<file path="config.mk">
export PLATFORM = sky130hd
export DESIGN_NAME = seq_serializer_flat
export DESIGN_NICKNAME = d
export VERILOG_FILES = /design/src/rtl/seq_serializer_if.sv /design/src/rtl/seq_serializer.sv /design/src/flat_wrapper.sv
export SDC_FILE = /design/constraint.sdc
export NUM_CORES = 1
export LEC_CHECK = 0
export BUFFER_PORTS_ARGS = -buffer_cell sky130_fd_sc_hd__buf_4
export CAP_MARGIN = 15
export CELL_PAD_IN_SITES_DETAIL_PLACEMENT = 0
export CELL_PAD_IN_SITES_GLOBAL_PLACEMENT = 1
export CORE_MARGIN = 8
export CORE_UTILIZATION = 43
export DETAILED_ROUTE_END_ITERATION = 8
export HOLD_SLACK_MARGIN = 0.08
export PLACE_DENSITY = 0.78
export SETUP_SLACK_MARGIN = 0.02
export SYNTH_ARGS = -nofsm -noshare
export SYNTH_HDL_FRONTEND = slang
export SYNTH_SLANG_ARGS = --single-unit
</file>
<file path="constraint.sdc">
create_clock -name clk -period 4.4 [get_ports clk]
set_clock_uncertainty 0.05 [all_clocks]
set_input_delay 0.44 -clock clk [delete_from_list [all_inputs] [get_ports clk]]
set_output_delay 0.44 -clock clk [all_outputs]
set_load 0.01 [all_outputs]
</file>
<file path="src/rtl/seq_serializer_if.sv">
// Parallel-in / serial-out bus for seq_serializer: word handshake on the
// parallel side, bit stream with stall control on the serial side.
interface seq_serializer_if #(
  parameter int WIDTH = 8
);
  logic [WIDTH-1:0] din;
  logic             din_valid;
  logic             din_ready;
  logic             ser_en;
  logic             ser_out;
  logic             ser_valid;
  logic             word_done;

  modport master (
    output din, din_valid, ser_en,
    input  din_ready, ser_out, ser_valid, word_done
  );

  modport slave (
    input  din, din_valid, ser_en,
    output din_ready, ser_out, ser_valid, word_done
  );
endinterface

</file>
<file path="src/rtl/seq_serializer.sv">
// Word-to-bit serializer with ready/valid input, stall enable and gapless
// back-to-back loading on the last bit of the current word.
module seq_serializer #(
  parameter int WIDTH     = 8,
  parameter bit MSB_FIRST = 1
) (
  input  logic              clk,
  input  logic              reset,
  seq_serializer_if.slave   bus
);

  localparam int CW = $clog2(WIDTH);
  localparam logic [CW-1:0] LAST_IDX = CW'(WIDTH - 1);

  typedef enum logic {IDLE, SHIFT} state_t;

  state_t           state_q, state_d;
  logic [WIDTH-1:0] shreg_q, shreg_d;
  logic [CW-1:0]    bit_cnt_q, bit_cnt_d;
  logic             ser_out_q, ser_out_d;
  logic             ser_valid_q, ser_valid_d;
  logic             word_done_q, word_done_d;
  logic             ready_c;

  function automatic logic head_bit(input logic [WIDTH-1:0] v);
    return MSB_FIRST ? v[WIDTH-1] : v[0];
  endfunction

  always_comb begin
    state_d     = state_q;
    shreg_d     = shreg_q;
    bit_cnt_d   = bit_cnt_q;
    word_done_d = 1'b0;
    ready_c     = 1'b0;

    case (state_q)
      IDLE: begin
        ready_c = 1'b1;
        if (bus.din_valid) begin
          shreg_d   = bus.din;
          bit_cnt_d = '0;
          state_d   = SHIFT;
        end
      end
      SHIFT: begin
        if (bus.ser_en) begin
          if (bit_cnt_q == LAST_IDX) begin
            // Last bit leaves this edge: reload without a gap or drain to idle.
            ready_c     = 1'b1;
            word_done_d = 1'b1;
            bit_cnt_d   = '0;
            if (bus.din_valid) begin
              shreg_d = bus.din;
            end else begin
              shreg_d = '0;
              state_d = IDLE;
            end
          end else begin
            shreg_d   = MSB_FIRST ? (shreg_q << 1) : (shreg_q >> 1);
            bit_cnt_d = bit_cnt_q + 1'b1;
          end
        end
      end
      default: begin
        state_d = IDLE;
      end
    endcase

    ser_valid_d = (state_d == SHIFT);
    ser_out_d   = (state_d == SHIFT) && head_bit(shreg_d);
  end

  always_ff @(posedge clk or negedge reset) begin
    if (!reset) begin
      state_q     <= IDLE;
      shreg_q     <= '0;
      bit_cnt_q   <= '0;
      ser_out_q   <= 1'b0;
      ser_valid_q <= 1'b0;
      word_done_q <= 1'b0;
    end else begin
      state_q     <= state_d;
      shreg_q     <= shreg_d;
      bit_cnt_q   <= bit_cnt_d;
      ser_out_q   <= ser_out_d;
      ser_valid_q <= ser_valid_d;
      word_done_q <= word_done_d;
    end
  end

  assign bus.din_ready = ready_c;
  assign bus.ser_out   = ser_out_q;
  assign bus.ser_valid = ser_valid_q;
  assign bus.word_done = word_done_q;

endmodule

</file>
<file path="src/flat_wrapper.sv">
// flat-port wrapper written by rule: the top's interface ports become plain ports
module seq_serializer_flat 
#(
  parameter int WIDTH     = 8,
  parameter bit MSB_FIRST = 1
)
  (clk, reset, bus_din, bus_din_valid, bus_ser_en, bus_din_ready, bus_ser_out, bus_ser_valid, bus_word_done);
  seq_serializer_if #(.WIDTH(WIDTH)) bus_i ();
  input  logic clk;
  input  logic reset;
  input wire logic [$bits(bus_i.din)-1:0] bus_din;
  input wire logic [$bits(bus_i.din_valid)-1:0] bus_din_valid;
  input wire logic [$bits(bus_i.ser_en)-1:0] bus_ser_en;
  output wire logic [$bits(bus_i.din_ready)-1:0] bus_din_ready;
  output wire logic [$bits(bus_i.ser_out)-1:0] bus_ser_out;
  output wire logic [$bits(bus_i.ser_valid)-1:0] bus_ser_valid;
  output wire logic [$bits(bus_i.word_done)-1:0] bus_word_done;
  assign bus_i.din = bus_din;
  assign bus_i.din_valid = bus_din_valid;
  assign bus_i.ser_en = bus_ser_en;
  assign bus_din_ready = bus_i.din_ready;
  assign bus_ser_out = bus_i.ser_out;
  assign bus_ser_valid = bus_i.ser_valid;
  assign bus_word_done = bus_i.word_done;
  seq_serializer #(.WIDTH(WIDTH), .MSB_FIRST(MSB_FIRST)) u_core (.clk(clk), .reset(reset), .bus(bus_i));
endmodule
</file>
---- Word level (Yosys, flattened, before mapping) ----
Index checks and enable logic that the tools add are counted.
storage, ports and cells
  register bits ........................... 14
  output and inout port bits .............. 4
  logic and storage cells ................. 30
operators by class
  add/subtract/negate cells ............... 1
  eq/ne operators ......................... 3
  mux-type cells .......................... 17
  bitwise operators ....................... 1
  reduce and logical (&&, ||, !) cells .... 2
operator list
  kind                 count
  $mux 8               4
  $pmux 8 s2           1
  $mux 3               3
  $mux 1               6
  $pmux 3 s2           1
  $ne 2x2->1 const B   2
  $pmux 1 s2           2
  $add 3x1->3 const B  1
  $eq 3x3->1 const B   1
  $reduce_and 2->1     1
  $logic_and 1x1->1    1
  $not 1->1            1

---- Depth between registers and ports, before layout ----
  depth in word-level cells ............... 5
  depth in mapped cells ................... 6

---- Worst setup path after synthesis ----
Ideal clock, no wire load.
  path kind ............................... reg2out
  start ................................... reg u_core.bit_cnt_q[0]
  end ..................................... out bus_din_ready
  arrival ................................. 1.109 ns
  data required time ...................... 3.910 ns
  setup slack ............................. 2.801 ns
  cell stages (with the launch flop) ...... 5
  path buffers ............................ 1
  cell sequence ........................... dfrtp_1 > ha_1 > ha_1 > a21bo_2 > buf_6
between the ends
  word-level cells in the longest chain between the ends .. 4
ends and longest elaborated chain
  item                    line                  text
  from (decl)             seq_serializer.sv:19  logic [CW-1:0] bit_cnt_q, bit_cnt_d;
  from (signal assigned)  seq_serializer.sv:84  bit_cnt_q <= bit_cnt_d;
  $eq 3x3->1              seq_serializer.sv:47  if (bit_cnt_q == LAST_IDX) begin
  $mux 1                  seq_serializer.sv:47
  $mux 1                  seq_serializer.sv:46  if (bus.ser_en) begin
  $pmux 1 s2              seq_serializer.sv:36  case (state_q)
  to (decl)               flat_wrapper.sv:14    output wire logic [$bits(bus_i.din_ready)-1:0] bus_din_ready;
No other way between the ends.

---- Worst setup path after layout ----
Ends and elaborated chain as after synthesis.

==> impl_metrics.csv <==
group,metric,value,unit
status,status,"completed",
placed_design,placed_cell_area,816,sq um
die,num_rows,15,
setup_path,crit_required,3910,ps
clock_network,cts_root_buf,"clkbuf_4",
synthesis,syn_nets,80,
worst_hold_path,hold_path_depth,3,
clock_network,cts_tree,"yes",
clock_network,h-tree-depth,1,
timing,finalMaxSlewViolations,0,
power,power,425,uW
synthesis,synth_seq_cells,14,
setup_path,crit_arrival,1560,ps
finish,fin_nets,95,
synthesis,netlist_instances,66,
timing,finalCriticalPeriod,2050,ps
placed_design,io_buffers,15,
clock_network,clock-sinks,14,
drt,drt_iter0_markers,5,
finish,drive_gt1_share,35.4,%
setup_path,cp_max_fo,10,
die,chipHeight,57.5,um
power,leakage,0.000391,uW
grt,met2_usage,15.8,%
die,design.die.area,3300,sq um
setup_path,path_class,"flip-flop to primary output",
synthesis,synthTopCellsByArea,"dfrtp_1 (47%), a32oi_1 (7.1%), buf_6 (6.1%)",
flow_run,timing.max_cap.violations,0,
setup_path,reg2reg_slack,2810,ps
synthesis,postSynthAreaPerCell,11.2,sq um
grt,overflow,0,
setup_path,path_cells,"ha_1 > ha_1 > a21bo_2 > buf_4",
drt,post_drt_wl_per_cell,15.2,um
setup_path,r2r_cells,5,
die,io_pins,16,
clock_network,cts_made_buffers,3,
worst_hold_path,hp-class,"input port to flip-flop",
synthesis,synth-async-reset-ratio,100,%
drt,ant_nets,0,
grt,use_met3,4.26,%
synthesis,yosys-top-cells-count,"dfrtp_1 (14), a21oi_1 (7), nor2_1 (7), a32oi_1 (6), buf_6 (4)",
setup_path,crit_top_cell,"ha_1",
clock_network,clock_path_buffers,2,
synthesis,syn_area,739,sq um
setup_path,startpoint_type,"flip-flop",
drt,avgViaCountPerCell,5.78,
finish,fin_area,848,sq um
timing,finalCritPeriodShare,46.6,%
synthesis,synth_warnings,0,
finish,syn2layout_area_growth,14.7,%
setup_path,cp-end-kind,"primary output",
grt,groute.usage.overall,10.3,%
grt,first_global_vias,613,
clock_network,cts.clk_slew.worst_paths,80,ps
synthesis,ys_types,28,
grt,grt_pass1_wl,2650,um
placed_design,hpwl,1050,um
drt,drc,0,
finish,utilization,50.8,%
drt,finalWirelength,1460,um
timing,tightest_slew,378,ps
synthesis,synth_most_common_cell,"dfrtp_1",
synthesis,synth_edf_count,0,
timing,slew_headroom,74.8,%
power,power_density,501,nW/um^2
timing,max_freq,488,MHz
grt,grt-busiest-layer,"met2",
grt,grt_antenna_before_repair,0,
timing,setup_slack,2350,ps
timing,rsz0062_at_grt,"no",
setup_path,worst_path_largest_cell_delay,400,ps
power,irDropWorstVdd,0.000196,V
die,dieWidth,57.5,um
drt,dr.pass1.iters,4,
timing,tns,0,ps
placed_design,gp_congestion,0.757,
grt,grt_max_degree,15,
synthesis,ys_seq_area_share,47.4,%
timing,hold_viol,0,
timing,setup_viol,0,
synthesis,synth_top_cell_by_area,"dfrtp_1",
die,core,1670,sq um
grt,grt_use_met1,12.0,%
synthesis,synth-main-ff-cell,"dfrtp_1",
clock_network,cts-resized-gates,0,
die,initial_core_util,44.3,%
finish,n_antenna_cell,0,
setup_path,critPathSlowestCell,"dfrtp_1",
synthesis,synth_top_area_share,47.4,%
clock_network,clkLatencyLatePin,270,ps
finish,n_fill_cell,166,
placed_design,post-place-ws,2650,ps
drt,vias,555,
layout make-up:
cell class              count  area [sq um]  share of cell area, %
clock buffers               3          22.5                   2.65
multi-input cells          43           320                   37.8
flip-flops and latches     14           350                   41.3
inverters                   3          11.3                   1.33
repair buffers             16           123                   14.5
well taps                  17          21.3                   2.51
flip-flops by register name, summed over array words and instances, names as in the netlist:
register              flops
u_core.bus.ser_out        1
u_core.bus.word_done      1
u_core.bit_cnt_q          3
u_core.shreg_q            8
u_core.state_q            1
metrics by stage:
step           hold WS (ps)  std cells
6_report                356         96
5_1_grt                 365         96
4_1_cts                 358         96
3_5_place_dp            252         92
3_3_place_gp            252         92
2_1_floorplan          94.4         66
placed cells by master (no fill, tap or decap), types with 2 or more instances in the layout:
cell type / n
mux2_2: 2
nand2_1: 2
clkbuf_4: 3
a21oi_1: 7
dfrtp_1: 14
a32oi_1: 6
inv_1: 3
ha_1: 2
nor2_1: 7
buf_4: 15
worst max-delay path, delay by kind of cell, from the launching register on:
family	cells	cell delay (ps)
adders and majority gates	2	430
DFF	1	400
buffers and inverters	1	170
AOI/OAI and AO/OA	1	280
where the power goes:
group          internal (uW)  switching (uW)
combinational           85.9            68.9
clock                   31.7            38.9
sequential               170            29.5
logic make-up after synthesis:
| kind of cell | after synthesis | share of synthesized area, % |
|---|---|---|
| fa+ha+maj | 2 | 3.38 |
| buf+inv | 9 | 9.31 |
| compound gates | 22 | 22.8 |
| simple gates | 15 | 10.7 |
| flops | 14 | 47.4 |
| mux | 4 | 6.43 |
what timing repair did:
action	in CTS	in global routing
endpoints found under the hold margin	14	0
hold buffers	1	0
buffers inserted	0	0
setup endpoints to repair	0	0
per-layer routing:
layer,vias to the layer above,share of wire (%)
li1,274,-
met1,266,48
met2,13,44
met3,2,6.9
met4,0,1.2
met5,-,0
final timing paths:
path / start / to
worst max-delay path: u_core.bit_cnt_q[0] / bus_din_ready
worst max register to register: u_core.bit_cnt_q[0] / u_core.shreg_q[4]
worst min-delay path: bus_din[0] / u_core.shreg_q[0]
worst min register to register: u_core.bit_cnt_q[0] / u_core.bit_cnt_q[0]
max in group asynchronous: reset / u_core.shreg_q[6]
min in group asynchronous: reset / u_core.bus.word_done
(Power assumes the default switching activity.)
